$ cat config.mk
export PLATFORM = sky130hd
export DESIGN_NAME = playlist_sequencer_flat
export DESIGN_NICKNAME = d
export VERILOG_FILES = /design/src/rtl/playlist_if.sv /design/src/rtl/playlist_sequencer.sv /design/src/flat_wrapper.sv
export SDC_FILE = /design/constraint.sdc
export NUM_CORES = 1
export LEC_CHECK = 0
export CORE_UTILIZATION = 40
export DETAILED_ROUTE_END_ITERATION = 8
export GPL_TIMING_DRIVEN = 0
export PLACE_DENSITY_LB_ADDON = 0.08
export SLEW_MARGIN = 10
export SYNTH_ARGS = -nofsm -noshare
export SYNTH_HDL_FRONTEND = slang
export SYNTH_SLANG_ARGS = --single-unit
$ cat constraint.sdc
create_clock -name clk -period 1.7 [get_ports clk]
set_input_delay 0.425 -clock clk [delete_from_list [all_inputs] [get_ports clk]]
set_output_delay 0.425 -clock clk [all_outputs]
set_load 0.02 [all_outputs]
$ cat src/rtl/playlist_if.sv
// Control/status bundle between the playlist sequencer (slave) and the
// button/song-reader side that drives it (master).
interface playlist_if;
    logic       play_button;
    logic       next_button;
    logic       song_done;
    logic       play;
    logic       reset_player;
    logic [1:0] song;
    logic       busy;

    // No valid/ready: every input is a single-cycle pulse acted on in the cycle it is high,
    // and every output is a registered level (reset_player is a one-cycle level).
    modport master (
        output play_button, next_button, song_done,
        input  play, reset_player, song, busy
    );
    modport slave (
        input  play_button, next_button, song_done,
        output play, reset_player, song, busy
    );
endinterface

$ cat src/rtl/playlist_sequencer.sv
// Play/pause/next sequencer for a small song ROM. Define AUTO_ADVANCE_EN to make the
// end of a song step to the next one after a silent gap instead of pausing.
module playlist_sequencer #(
    parameter int NUM_SONGS  = 4,
    parameter int GAP_CYCLES = 48000
) (
    input  logic                       clk,
    input  logic                       reset,
    playlist_if.slave                  ctl,
    output logic [2:0]                 fsm_state,
    output logic [$clog2(GAP_CYCLES):0] gap_count
);
    localparam int              CW        = $clog2(GAP_CYCLES) + 1;
    localparam logic [1:0]      LAST_SONG = 2'(NUM_SONGS - 1);
    localparam logic [CW-1:0]   GAP_LOAD  = CW'(GAP_CYCLES - 1);

    typedef enum logic [2:0] {
        INIT    = 3'd0,
        PAUSED  = 3'd1,
        PLAYING = 3'd2,
        NEXT    = 3'd3,
        ADVANCE = 3'd4,
        GAP     = 3'd5
    } state_t;

    state_t        state, state_nxt;
    logic [1:0]    song, song_nxt, song_inc;
    logic [CW-1:0] cnt, cnt_nxt;

    assign song_inc = (song == LAST_SONG) ? 2'd0 : song + 2'd1;

    always_ff @(posedge clk) begin
        if (reset) begin
            state <= INIT;
            song  <= '0;
            cnt   <= '0;
        end else begin
            state <= state_nxt;
            song  <= song_nxt;
            cnt   <= cnt_nxt;
        end
    end

    always_comb begin
        state_nxt = state;
        song_nxt  = song;
        cnt_nxt   = '0;
        case (state)
            INIT:    state_nxt = PAUSED;
            PAUSED: begin
                if (ctl.next_button)      state_nxt = NEXT;
                else if (ctl.play_button) state_nxt = PLAYING;
            end
            PLAYING: begin
                if (ctl.next_button)      state_nxt = NEXT;
                else if (ctl.play_button) state_nxt = PAUSED;
                else if (ctl.song_done)   state_nxt = ADVANCE;
            end
            NEXT:    state_nxt = PAUSED;
            ADVANCE: begin
`ifdef AUTO_ADVANCE_EN
                state_nxt = GAP;
                song_nxt  = song_inc;
`else
                state_nxt = PAUSED;
`endif
            end
            GAP: begin
                if (ctl.next_button)      state_nxt = NEXT;
                else if (ctl.play_button) state_nxt = PAUSED;
                else if (cnt == '0)       state_nxt = PLAYING;
            end
            default: state_nxt = INIT;
        endcase

        // NEXT is always left after one cycle, so this only fires on entry.
        if (state_nxt == NEXT) song_nxt = song_inc;

        // Staying in GAP implies cnt != 0, so the decrement cannot wrap.
        if (state_nxt == GAP) cnt_nxt = (state == GAP) ? cnt - 1'b1 : GAP_LOAD;
    end

    assign ctl.play         = (state == PLAYING);
    assign ctl.reset_player = (state == INIT) || (state == NEXT) || (state == ADVANCE);
    assign ctl.busy         = (state == PLAYING) || (state == GAP);
    assign ctl.song         = song;
    assign fsm_state        = state;
    assign gap_count        = cnt;
endmodule

$ cat src/flat_wrapper.sv
// flat-port wrapper written by rule: the top's interface ports become plain ports
module playlist_sequencer_flat 
#(
    parameter int NUM_SONGS  = 4,
    parameter int GAP_CYCLES = 48000
)
  (clk, reset, fsm_state, gap_count, ctl_play_button, ctl_next_button, ctl_song_done, ctl_play, ctl_reset_player, ctl_song, ctl_busy);
  playlist_if ctl_i ();
  input  logic clk;
  input  logic reset;
  output logic [2:0] fsm_state;
  output logic [$clog2(GAP_CYCLES):0] gap_count;
  input wire logic [$bits(ctl_i.play_button)-1:0] ctl_play_button;
  input wire logic [$bits(ctl_i.next_button)-1:0] ctl_next_button;
  input wire logic [$bits(ctl_i.song_done)-1:0] ctl_song_done;
  output wire logic [$bits(ctl_i.play)-1:0] ctl_play;
  output wire logic [$bits(ctl_i.reset_player)-1:0] ctl_reset_player;
  output wire logic [$bits(ctl_i.song)-1:0] ctl_song;
  output wire logic [$bits(ctl_i.busy)-1:0] ctl_busy;
  assign ctl_i.play_button = ctl_play_button;
  assign ctl_i.next_button = ctl_next_button;
  assign ctl_i.song_done = ctl_song_done;
  assign ctl_play = ctl_i.play;
  assign ctl_reset_player = ctl_i.reset_player;
  assign ctl_song = ctl_i.song;
  assign ctl_busy = ctl_i.busy;
  playlist_sequencer #(.NUM_SONGS(NUM_SONGS), .GAP_CYCLES(GAP_CYCLES)) u_core (.clk(clk), .reset(reset), .ctl(ctl_i), .fsm_state(fsm_state), .gap_count(gap_count));
endmodule
==> results.md <==
* Syn_nets at 124
* Worst R2R Start: u_core.fsm_state[0]
* Cell variety after synth at 38
* Ant. Diodes at 0
* Grt ovf at 0
* # clock sinks at 22
* Worst setup margin at -0.1450 ns
* Synthesis Warnings at 0
* Clock Path Buffers at 2
* Post-Route Utilization at 61.90%
* Async SR Flop Fraction at 0%
* Number of flops mapped to enable cells by yosys at 0
* GRT Overall Usage at 18.51%
* Share of the synthesized area in the top cell type at 40.46%
* Fin crit share at 108.5%
* R2R depth at 6
* Vias in the first global route at 869
* Reg2reg setup slack at 0.07 ns
* Worst r2r dst: u_core.gap_count[3]
* Fin. Hold Viols at 0
* Fmax at 542.0 MHz
* Post-DP HPWL at 1641 um
* Fin Clk Skew at 0.006044 ns
* H-tree Lvls at 1
* Synth area leaders: dfxtp_1 40%, xor2_1 8.9%, a21oi_1 6.0%
* Hold depth at 2
* Status: complete, but fails checks
* Initial antenna violation count at 0
* Vias per Instance at 5.159
* Die H at 54.17 um
* Layout cells sized above 1 at 25.16%
* Arr. time, crit path at 1.42 ns
* Synth-to-Final Area Change at 43.45%
* Vias at 975
* DRT Wirelength at 2452 um
* Count of final max-slew check failures at 0
* DRC at 0
* Multi-input gate area at 669.4 um2
* Cell Area, Placed at 1418 um2
* Hold-fix buffers, CTS at 0
* Full die area at 2934 um2
* Slew @ Worst Pin at 0.4789 ns
* Seq cells post-synth at 22
* Most common flop cell mapped by yosys: dfxtp_1
* Clk_lat worst skew at 0.30 ns
* Register area share after synthesis at 40.46%
* Hold EP: u_core.ctl.song[0]
* Crit end category: output port
* Type of the worst setup path: flop to output port
* Root Driver: clkbuf_4
* Routability cong. at 0.6940
* Nets@finish at 168
* Ports at 30
* Setup violations, final at 1
* Average cell area after synthesis at 9.384 um2
* Avg WL per Cell at 12.97 um
* Register Area at 452.9 um2
* Mapped Area at 1089 um2
* Starting Density at 43.15%
* Max IR drop VDD at 341.1 uV
* Cell taking the most area after synthesis: dfxtp_1
* Reg clk slew, reported paths at 0.12 ns
* First-pass GRT wire length at 3919 um
* Hold_ws at 0.5056 ns
* Min-delay src: u_core.ctl.song[0]
* CORE AREA at 2522 um2
* Final Cell Area at 1562 um2
* CTS tree: built
* Pre-CTS setup slack at -0.4034 ns
* Final Critical Period at 1.845 ns
* Max-Cap Viols at 0
* Unrepaired setup endpoints after global routing: true
* Most common cell in the netlist: dfxtp_1
* Max_slew headroom at 68.07%
* Largest net degree at the start of global routing at 13
* Input/output buffers at 29
* Critical Path RT at 1.27 ns
* Cell Pwr Density at 588.7 nW/um2
* Top post-synthesis cells by count: 22 x dfxtp_1, 13 x a21oi_1, 12 x nor2_1, 11 x xor2_1, 5 x nand2_1
* TNS Setup at -0.1450 ns
* Violated checks: negative setup slack
* Detail Route Antenna Nets at 0
* DIE WIDTH at 54.17 um
* Worst hold-check path type: flop to flop
* Detailed Route Iter0 Violations at 12
* # rows at 18
* Initial DRT Pass Iterations at 4
* Crit path launch type: flop
* Crit path max fanout at 4
* Post-Synthesis Cells at 116
* Leakage power at 0.8660 nW
* Fillers at 256
* CTS Buf Count at 3
worst max-delay path: stages, from the launching register on:
cell and delay (ns):
dfxtp_4 0.38, and2b_2 0.22, and2_4 0.16, or2_4 0.22
buf_6 0.13
metal layers:
| layer | share of wire, % | wire (um) | global-route usage, % | vias up |
|---|---|---|---|---|
| li1 | - | - | - | 500 |
| met1 | 45 | 1100 | 22.88 | 456 |
| met2 | 50 | 1234 | 31.30 | 17 |
| met3 | 4.4 | 107 | 3.107 | 2 |
| met4 | 0.41 | 10 | 7.692 | 0 |
| met5 | 0 | 0 | 0 | - |
state kept, by name, indices dropped and copies added (netlist names):
| signal | flops |
|---|---|
| u_core.ctl.song | 2 |
| u_core.fsm_state | 3 |
| u_core.gap_count | 17 |
layout make-up:
class	instances	share of cell area, %
plain buffers	2	0.7212
clock buffers	4	2.324
inverters	4	0.9615
multi-input cells	87	42.87
flip-flops and latches	22	29.01
well taps	30	2.404
repair buffers	40	21.71
kinds of logic (layout without fill, tap and decap cells):
logic type,count (synthesis),count (layout),share of synthesized area (%)
simple gates,46,46,29.08
fa+ha+maj,3,3,3.449
compound gates,23,23,12.18
xor+xnor,14,14,11.26
buf+inv,7,50,2.643
flops,22,22,40.46
mux,1,1,0.9196
per-stage QoR:
stage	instances	power (mW)
floorplan	116	0.5922
global placement	175	0.6357
detailed placement	175	0.6377
CTS	182	0.9289
global route	189	0.9677
finish	189	0.9192
cells in the final DEF (no fill, tap or decap), drive strengths merged:
cell type | netlist | routed
a21boi | 1 | 1
a21oi | 14 | 14
a22oi | 1 | 1
a31oi | 2 | 2
and2 | 1 | 1
and2b | 1 | 1
buf | 2 | 14
clkbuf | 1 | 6
clkdlybuf4s50 | 0 | 4
dfxtp | 22 | 22
dlygate4sd2 | 0 | 22
ha | 3 | 3
inv | 4 | 4
mux2i | 1 | 1
nand2 | 5 | 5
nand3 | 5 | 5
nand3b | 1 | 1
nand4 | 4 | 4
nand4b | 2 | 2
nor2 | 12 | 12
nor3 | 3 | 3
nor3b | 3 | 3
nor4 | 4 | 4
nor4b | 1 | 1
o21a | 1 | 1
o21ai | 2 | 2
o22ai | 1 | 1
o31ai | 1 | 1
or2 | 1 | 1
or3 | 1 | 1
or3b | 1 | 1
or4 | 1 | 1
xnor2 | 3 | 3
xor2 | 11 | 11
worst max-delay path by stage:
stage / cells after the start / start / slack [ns] / to
2_1_floorplan: 4 / u_core.fsm_state[0] / 0.04 / ctl_busy
3_3_place_gp: 5 / u_core.fsm_state[1] / -0.39 / ctl_busy
3_5_place_dp: 5 / u_core.fsm_state[1] / -0.40 / ctl_busy
4_1_cts: 4 / u_core.fsm_state[1] / -0.14 / ctl_busy
5_1_grt: 4 / u_core.fsm_state[1] / -0.20 / ctl_busy
6_report: 4 / u_core.fsm_state[1] / -0.14 / ctl_busy
repair_timing:
| action | CTS | global route |
|---|---|---|
| gates resized for setup | 45 | 12 |
| pin swaps | 2 | 4 |
| endpoints found under the setup margin | 36 | 15 |
| gates cloned | 0 | 0 |
| setup buffers | 4 | 7 |
power breakdown:
part | internal, mW | switching, mW | total (mW) | leakage, nW
clock | 0.131 | 0.158 | 0.288 | 0.0210
sequential | 0.523 | 0.00913 | 0.532 | 0.182
combinational | 0.0501 | 0.0488 | 0.0989 | 0.663
total | 0.704 | 0.215 | 0.919 | 0.866
Note: power is estimated with default switching activity, not from simulation.
